$ cat src/rtl/irq_pkg.sv
// Shared constants for the interrupt controller: register offsets, default
// line count and the CLAIM valid-bit position.
package irq_pkg;

   localparam int IRQ_N_DEFAULT   = 5;
   localparam int CLAIM_VALID_BIT = 31;

   localparam logic [4:0] IRQ_PENDING = 5'h00;
   localparam logic [4:0] IRQ_MASK    = 5'h04;
   localparam logic [4:0] IRQ_MODE    = 5'h08;
   localparam logic [4:0] IRQ_CLAIM   = 5'h0C;
   localparam logic [4:0] IRQ_POL     = 5'h10;

   // Registers are word-aligned; byte-lane bits of the offset are ignored.
   function automatic logic [2:0] word_idx(input logic [4:0] off);
      return off[4:2];
   endfunction

endpackage

$ cat src/rtl/irq_controller_if.sv
// Register-window bus between the data-bus master and the interrupt controller.
// Single-cycle accesses, no back-pressure: an access is taken when i_bus_en is high.
interface irq_controller_if;

   logic        i_bus_en;
   logic        i_bus_we;
   logic [4:0]  i_bus_addr;
   logic [31:0] i_bus_wdata;
   logic [31:0] o_bus_rdata;

   modport master (
      output i_bus_en, i_bus_we, i_bus_addr, i_bus_wdata,
      input  o_bus_rdata
   );

   modport slave (
      input  i_bus_en, i_bus_we, i_bus_addr, i_bus_wdata,
      output o_bus_rdata
   );

endinterface

$ cat src/rtl/irq_sync.sv
// Multi-stage synchroniser for one asynchronous interrupt source.
module irq_sync #(
   parameter int SYNC_STAGES = 2
) (
   input  logic clk,
   input  logic reset,
   input  logic d,
   output logic q
);

   logic [SYNC_STAGES-1:0] stage_q;
   logic [SYNC_STAGES-1:0] stage_d;

   always_comb begin
      stage_d = {stage_q[SYNC_STAGES-2:0], d};
   end

   always_ff @(posedge clk or negedge reset) begin
      if (!reset) stage_q <= '0;
      else        stage_q <= stage_d;
   end

   assign q = stage_q[SYNC_STAGES-1];

endmodule

$ cat src/rtl/irq_controller.sv
// Interrupt controller: synchronises sources, applies polarity/mode/mask and
// exposes PENDING/MASK/MODE/CLAIM/POL through a one-cycle register window.
module irq_controller
   import irq_pkg::*;
#(
   parameter int N_IRQ       = IRQ_N_DEFAULT,
   parameter int SYNC_STAGES = 2
) (
   input  logic             clk,
   input  logic             reset,
   input  logic [N_IRQ-1:0] i_irq_src,
   irq_controller_if.slave  bus,
   input  logic             i_ack,
   input  logic [2:0]       i_ack_id,
   output logic [N_IRQ-1:0] o_interruption
);

   logic [N_IRQ-1:0] sync_out;
   logic [N_IRQ-1:0] act;
   logic [N_IRQ-1:0] pending_q, pending_d;
   logic [N_IRQ-1:0] mask_q, mask_d;
   logic [N_IRQ-1:0] mode_q, mode_d;
   logic [N_IRQ-1:0] pol_q, pol_d;
   logic [N_IRQ-1:0] act_d_q, act_d_d;
   logic [N_IRQ-1:0] irq_q, irq_d;
   logic [31:0]      rdata_q, rdata_d;
   logic [N_IRQ-1:0] set_v, clr_v, claim_vec;
   logic [2:0]       claim_id;
   logic             wr, rd;
   logic [2:0]       sel;
   logic             unused_bits;

   assign unused_bits = ^{bus.i_bus_wdata[31:N_IRQ], bus.i_bus_addr[1:0]};

   for (genvar g = 0; g < N_IRQ; g++) begin : g_sync
      irq_sync #(.SYNC_STAGES(SYNC_STAGES)) u_sync (
         .clk   (clk),
         .reset (reset),
         .d     (i_irq_src[g]),
         .q     (sync_out[g])
      );
   end

   always_comb begin
      wr  = bus.i_bus_en & bus.i_bus_we;
      rd  = bus.i_bus_en & ~bus.i_bus_we;
      sel = bus.i_bus_addr[4:2];

      mask_d = mask_q;
      mode_d = mode_q;
      pol_d  = pol_q;
      if (wr && sel == word_idx(IRQ_MASK)) mask_d = bus.i_bus_wdata[N_IRQ-1:0];
      if (wr && sel == word_idx(IRQ_MODE)) mode_d = bus.i_bus_wdata[N_IRQ-1:0];
      if (wr && sel == word_idx(IRQ_POL))  pol_d  = bus.i_bus_wdata[N_IRQ-1:0];

      // New polarity applies in the write cycle, so a flip can raise an edge.
      act     = sync_out ^ pol_d;
      act_d_d = act;

      set_v     = '0;
      clr_v     = '0;
      pending_d = pending_q;
      for (int i = 0; i < N_IRQ; i++) begin
         if (mode_q[i]) begin
            set_v[i] = act[i] & ~act_d_q[i];
            clr_v[i] = (wr && sel == word_idx(IRQ_PENDING) && bus.i_bus_wdata[i]) ||
                       (i_ack && int'(i_ack_id) == i);
            pending_d[i] = set_v[i] | (pending_q[i] & ~clr_v[i]);
         end else begin
            pending_d[i] = act[i];
         end
         if (mode_d[i] != mode_q[i]) pending_d[i] = 1'b0;
      end

      irq_d = pending_d & mask_d;

      claim_vec = pending_q & mask_q;
      claim_id  = 3'd0;
      for (int i = N_IRQ - 1; i >= 0; i--) begin
         if (claim_vec[i]) claim_id = 3'(i);
      end

      // Reads see pre-update state and hold until the next read.
      rdata_d = rdata_q;
      if (rd) begin
         rdata_d = '0;
         case (sel)
            word_idx(IRQ_PENDING): rdata_d[N_IRQ-1:0] = pending_q;
            word_idx(IRQ_MASK):    rdata_d[N_IRQ-1:0] = mask_q;
            word_idx(IRQ_MODE):    rdata_d[N_IRQ-1:0] = mode_q;
            word_idx(IRQ_CLAIM): begin
               rdata_d[CLAIM_VALID_BIT] = |claim_vec;
               rdata_d[2:0]             = claim_id;
            end
            word_idx(IRQ_POL):     rdata_d[N_IRQ-1:0] = pol_q;
            default:               rdata_d = '0;
         endcase
      end
   end

   always_ff @(posedge clk or negedge reset) begin
      if (!reset) begin
         pending_q <= '0;
         mask_q    <= '0;
         mode_q    <= '0;
         pol_q     <= '0;
         act_d_q   <= '0;
         irq_q     <= '0;
         rdata_q   <= '0;
      end else begin
         pending_q <= pending_d;
         mask_q    <= mask_d;
         mode_q    <= mode_d;
         pol_q     <= pol_d;
         act_d_q   <= act_d_d;
         irq_q     <= irq_d;
         rdata_q   <= rdata_d;
      end
   end

   assign o_interruption  = irq_q;
   assign bus.o_bus_rdata = rdata_q;

endmodule

$ cat src/flat_wrapper.sv
// flat-port wrapper written by rule: the top's interface ports become plain ports
module irq_controller_flat import irq_pkg::*;
#(
   parameter int N_IRQ       = IRQ_N_DEFAULT,
   parameter int SYNC_STAGES = 2
)
  (clk, reset, i_irq_src, i_ack, i_ack_id, o_interruption, bus_i_bus_en, bus_i_bus_we, bus_i_bus_addr, bus_i_bus_wdata, bus_o_bus_rdata);
  irq_controller_if bus_i ();
  input  logic clk;
  input  logic reset;
  input  logic [N_IRQ-1:0] i_irq_src;
  input  logic i_ack;
  input  logic [2:0] i_ack_id;
  output logic [N_IRQ-1:0] o_interruption;
  input wire logic [$bits(bus_i.i_bus_en)-1:0] bus_i_bus_en;
  input wire logic [$bits(bus_i.i_bus_we)-1:0] bus_i_bus_we;
  input wire logic [$bits(bus_i.i_bus_addr)-1:0] bus_i_bus_addr;
  input wire logic [$bits(bus_i.i_bus_wdata)-1:0] bus_i_bus_wdata;
  output wire logic [$bits(bus_i.o_bus_rdata)-1:0] bus_o_bus_rdata;
  assign bus_i.i_bus_en = bus_i_bus_en;
  assign bus_i.i_bus_we = bus_i_bus_we;
  assign bus_i.i_bus_addr = bus_i_bus_addr;
  assign bus_i.i_bus_wdata = bus_i_bus_wdata;
  assign bus_o_bus_rdata = bus_i.o_bus_rdata;
  irq_controller #(.N_IRQ(N_IRQ), .SYNC_STAGES(SYNC_STAGES)) u_core (.clk(clk), .reset(reset), .i_irq_src(i_irq_src), .bus(bus_i), .i_ack(i_ack), .i_ack_id(i_ack_id), .o_interruption(o_interruption));
endmodule
$ cat config.mk
export PLATFORM = sky130hd
export DESIGN_NAME = irq_controller_flat
export DESIGN_NICKNAME = d
export VERILOG_FILES = /design/src/rtl/irq_pkg.sv /design/src/rtl/irq_controller_if.sv /design/src/rtl/irq_sync.sv /design/src/rtl/irq_controller.sv /design/src/flat_wrapper.sv
export SDC_FILE = /design/constraint.sdc
export NUM_CORES = 1
export LEC_CHECK = 0
export ABC_AREA = 1
export CORE_MARGIN = 5
export CORE_UTILIZATION = 40
export CTS_BUF_LIST = sky130_fd_sc_hd__clkbuf_8
export DETAILED_ROUTE_END_ITERATION = 10
export HOLD_SLACK_MARGIN = 0.08
export PLACE_DENSITY_LB_ADDON = 0.3
export SYNTH_ARGS = -nofsm -noshare
export SYNTH_HDL_FRONTEND = slang
export SYNTH_HIERARCHICAL = 1
export SYNTH_SLANG_ARGS = --single-unit
export TNS_END_PERCENT = 1
$ cat constraint.sdc
create_clock -name clk -period 1 [get_ports clk]
set_input_delay 0.3 -clock clk [delete_from_list [all_inputs] [get_ports clk]]
set_output_delay 0.3 -clock clk [all_outputs]
set_load 0.005 [all_outputs]
==> results.sh <==
export IMPL_synth_mux_area_share_pct=0
export IMPL_drt_total_wl_um=6418
export IMPL_drt_pass1_iter_count=7
export IMPL_vias=2304
export IMPL_initialDrtViolationCount=147
export IMPL_layout_common_cells="nand2_1, dfrtp_1, buf_4"
export IMPL_ys_seq_area_share_pct=46.96
export IMPL_switching_share_pct=33.50
export IMPL_fp_dieW_um=88.28
export IMPL_p_per_area_mw_per_mm2=1548
export IMPL_crit_reg2reg_launch="u_core/pending_q[0]$_DFF_PN0_"
export IMPL_overflow=0
export IMPL_path_class="register to primary output"
export IMPL_p_comb_share_pct=32.4
export IMPL_cts_root_buf="clkbuf_8"
export IMPL_antenna_found_initial=0
export IMPL_synth_top_family_by_area="simple AND/OR/NAND/NOR gates"
export IMPL_dieHeight_um=88.28
export IMPL_synthDistinctLibCells=25
export IMPL_setup_worst_path_start="u_core/bus.o_bus_rdata[1]$_DFFE_PN0P_"
export IMPL_rsz0062_at_grt="true"
export IMPL_grt_pass1_wl_um=10010
export IMPL_post_route_drc_count=0
export IMPL_clk_latency_ns=0.30
export IMPL_gp_congestion=0.9053
export IMPL_hold_path_startpoint="bus_i_bus_we"
export IMPL_critical_path_max_stage_delay_ns=0.38
export IMPL_mostFrequentLayoutCell="nand2_1"
export IMPL_fmax_mhz=896.4
export IMPL_maxCapViolCount=0
export IMPL_synthAdderAreaFrac_pct=0
export IMPL_power_mw=5.300
export IMPL_grt_pass1_vias=2166
export IMPL_yosysWarnings=6
export IMPL_synth_ff_type="dfrtp_1"
export IMPL_hp_class="input pin to register"
export IMPL_period_minus_slack_ns=1.116
export IMPL_ant_nets=0
export IMPL_core_area_sq_mm=0.005956
export IMPL_skew_ns=0.005635
export IMPL_dieArea_sq_mm=0.007793
export IMPL_required_ns=0.70
export IMPL_post_route_period_util_pct=111.6
export IMPL_async_flop_share_pct=100.0
export IMPL_synth_area_per_cell_sq_um=7.757
export IMPL_cp_slowest_cell="dfrtp_1"
export IMPL_nets=450
export IMPL_setup_viol=31
export IMPL_netlist_instances=316
export IMPL_grt_usage_pct=16.75
export IMPL_drive_above_1_share_pct=33.92
export IMPL_crit_chain="buf_2"
export IMPL_path_max_fanout=2
export IMPL_p_leak_nw=1.816
export IMPL_synth_compound_area_share_pct=7.044
export IMPL_status="finished, violations left"
export IMPL_synth_seq_cells=46
export IMPL_finalMaxSlewViolations=0
export IMPL_synth_area_top_cells="dfrtp_1, nand2_1, buf_4, nand3_1, inv_1"
export IMPL_dp_hpwl_um=4480
export IMPL_htreeDepth=2
export IMPL_power_ir_vdd_worst_mv=0.8719
export IMPL_cts_num_sinks=46
export IMPL_netSwitchingPower_mw=1.775
export IMPL_vias_per_cell=4.840
export IMPL_cpLargestDelayFamily="flip-flops"
export IMPL_synth_xor_area_share_pct=0
export IMPL_portBuffers=31
export IMPL_clk_pin_slew_worst_paths_ns=0.08
export IMPL_tritoncts="yes"
export IMPL_synth_edf_count=0
export IMPL_synthDominantCellAreaShare_pct=46.96
export IMPL_crit_arrival_ns=0.82
export IMPL_end_kind="primary output"
export IMPL_grt_start_max_net_pins=47
export IMPL_clk_path_buf_depth=2
export IMPL_syn_cell_area_sq_mm=0.002451
export IMPL_worst_slack_ns=-0.1156
export IMPL_rows=28
export IMPL_hold_viol_final=0
export IMPL_intPower_mw=3.524
export IMPL_yosys_area_share_simple_pct=30.88
export IMPL_synth_top_area_cell="dfrtp_1"
export IMPL_routedWlPerCell_um=13.48
export IMPL_pin_count=87
export IMPL_violations="setup timing"
export IMPL_area_growth_pct=39.66
export IMPL_start_util_pct=41.16
export IMPL_cts_made_buffers=5
export IMPL_critical_path_buf_inv_count=1
export IMPL_clock_power_share_pct=21.9
export IMPL_fin_util_pct=57.48
export IMPL_seqPwrFrac_pct=45.6
export IMPL_antenna_cells=0
export IMPL_cp_start_kind="register"
-- synthesized netlist by cell type (2+ instances only) --
master and n:
o21ai_2 5, inv_1 35, nand3_1 31, nor2_2 2, o21ai_1 7, buf_4 27
nor2_1 26, nand2_1 96, o21ai_0 6, inv_2 3, buf_2 3, dfrtp_1 46
a21oi_1 5, o22ai_1 4, nand4_1 10
-- layout make-up --
type / count / area, sq um
fillers: 531 / 2532
flip-flops and latches: 46 / 1151
repair buffers: 80 / 704.4
multi-input cells: 227 / 1215
clock buffers: 6 / 82.58
inverters: 39 / 161.4
well taps: 75 / 93.84
clock inverters: 2 / 8.758
repair inverters: 1 / 6.256
-- logic make-up (layout without fill, tap and decap cells) --
family          count (synthesis)  after routing
buf+inv                        69            128
compound gates                 29             29
other cells                     1             26
simple gates                  171            172
flops                          46             46
-- tightest hold or removal path, stage by stage --
cell,delay (ns)
buf_6,0.07
nor2_1,0.07
nor2_1,0.09
a31oi_1,0.04
-- registers in the layout (all words and copies together) (netlist names) --
name / cells
u_core/mask_q: 5
u_core/g_sync.u_sync/stage_q: 10
u_core/o_interruption: 5
u_core/pol_q: 5
u_core/mode_q: 5
u_core/pending_q: 5
u_core/act_d_q: 5
u_core/bus.o_bus_rdata: 6
-- metal layers --
layer | vias to the layer above | routed length (um) | global-route usage (%)
met1 | 1063 | 2596 | 20.52
met4 | 0 | 198 | 6.593
met5 | - | 0 | 0
met2 | 88 | 3185 | 28.82
met3 | 24 | 437 | 3.538
li1 | 1129 | - | -
-- stage by stage --
| stage | hold WS [ns] | cells | area [sq um] | setup TNS (ns) | setup WS [ns] |
|---|---|---|---|---|---|
| after floorplan | 0.004409 | 341 | 2599 | -2.229 | -0.1466 |
| after global placement | 0.3004 | 455 | 3107 | -26.63 | -0.8815 |
| after detailed placement | 0.3024 | 455 | 3107 | -27.32 | -0.9283 |
| after CTS | 0.3020 | 470 | 3242 | -2.272 | -0.1303 |
| after global routing | 0.3246 | 476 | 3423 | -3.738 | -0.2007 |
| final | 0.3034 | 476 | 3423 | -2.078 | -0.1156 |
-- worst paths after layout --
| kind | to | slack [ns] | depth (start not counted) |
|---|---|---|---|
| max reg2reg | u_core/bus.o_bus_rdata[0]$_DFFE_PN0P_ | -0.09 | 7 |
| min reg2reg | u_core/g_sync[3].u_sync/stage_q[1]$_DFF_PN0_ | 0.35 | 0 |
| max in group asynchronous | u_core/g_sync[4].u_sync/stage_q[1]$_DFF_PN0_ | 0.28 | 3 |
| min | u_core/bus.o_bus_rdata[31]$_DFFE_PN0P_ | 0.30 | 4 |
| max | bus_o_bus_rdata[1] | -0.12 | 1 |
| min in group asynchronous | u_core/g_sync[1].u_sync/stage_q[0]$_DFF_PN0_ | 0.49 | 3 |
-- power groups by stage --
stage / registers [mW] / logic (mW) / clock network, mW
after global routing: 2.46 / 1.92 / 1.27
final: 2.42 / 1.72 / 1.16
after global placement: 2.43 / 1.51 / 0
after detailed placement: 2.44 / 1.54 / 0
after CTS: 2.40 / 1.50 / 1.20
after floorplan: 2.40 / 0.892 / 0
-- what timing repair did --
action	in CTS	in global routing
gates resized for setup	91	53
hold buffers	1	0
endpoints found under the hold margin	46	0
pin swaps	17	28
setup endpoints to repair	47	33
buffers inserted	5	6
gates cloned	1	1
Power figures use the tool's default switching activity.
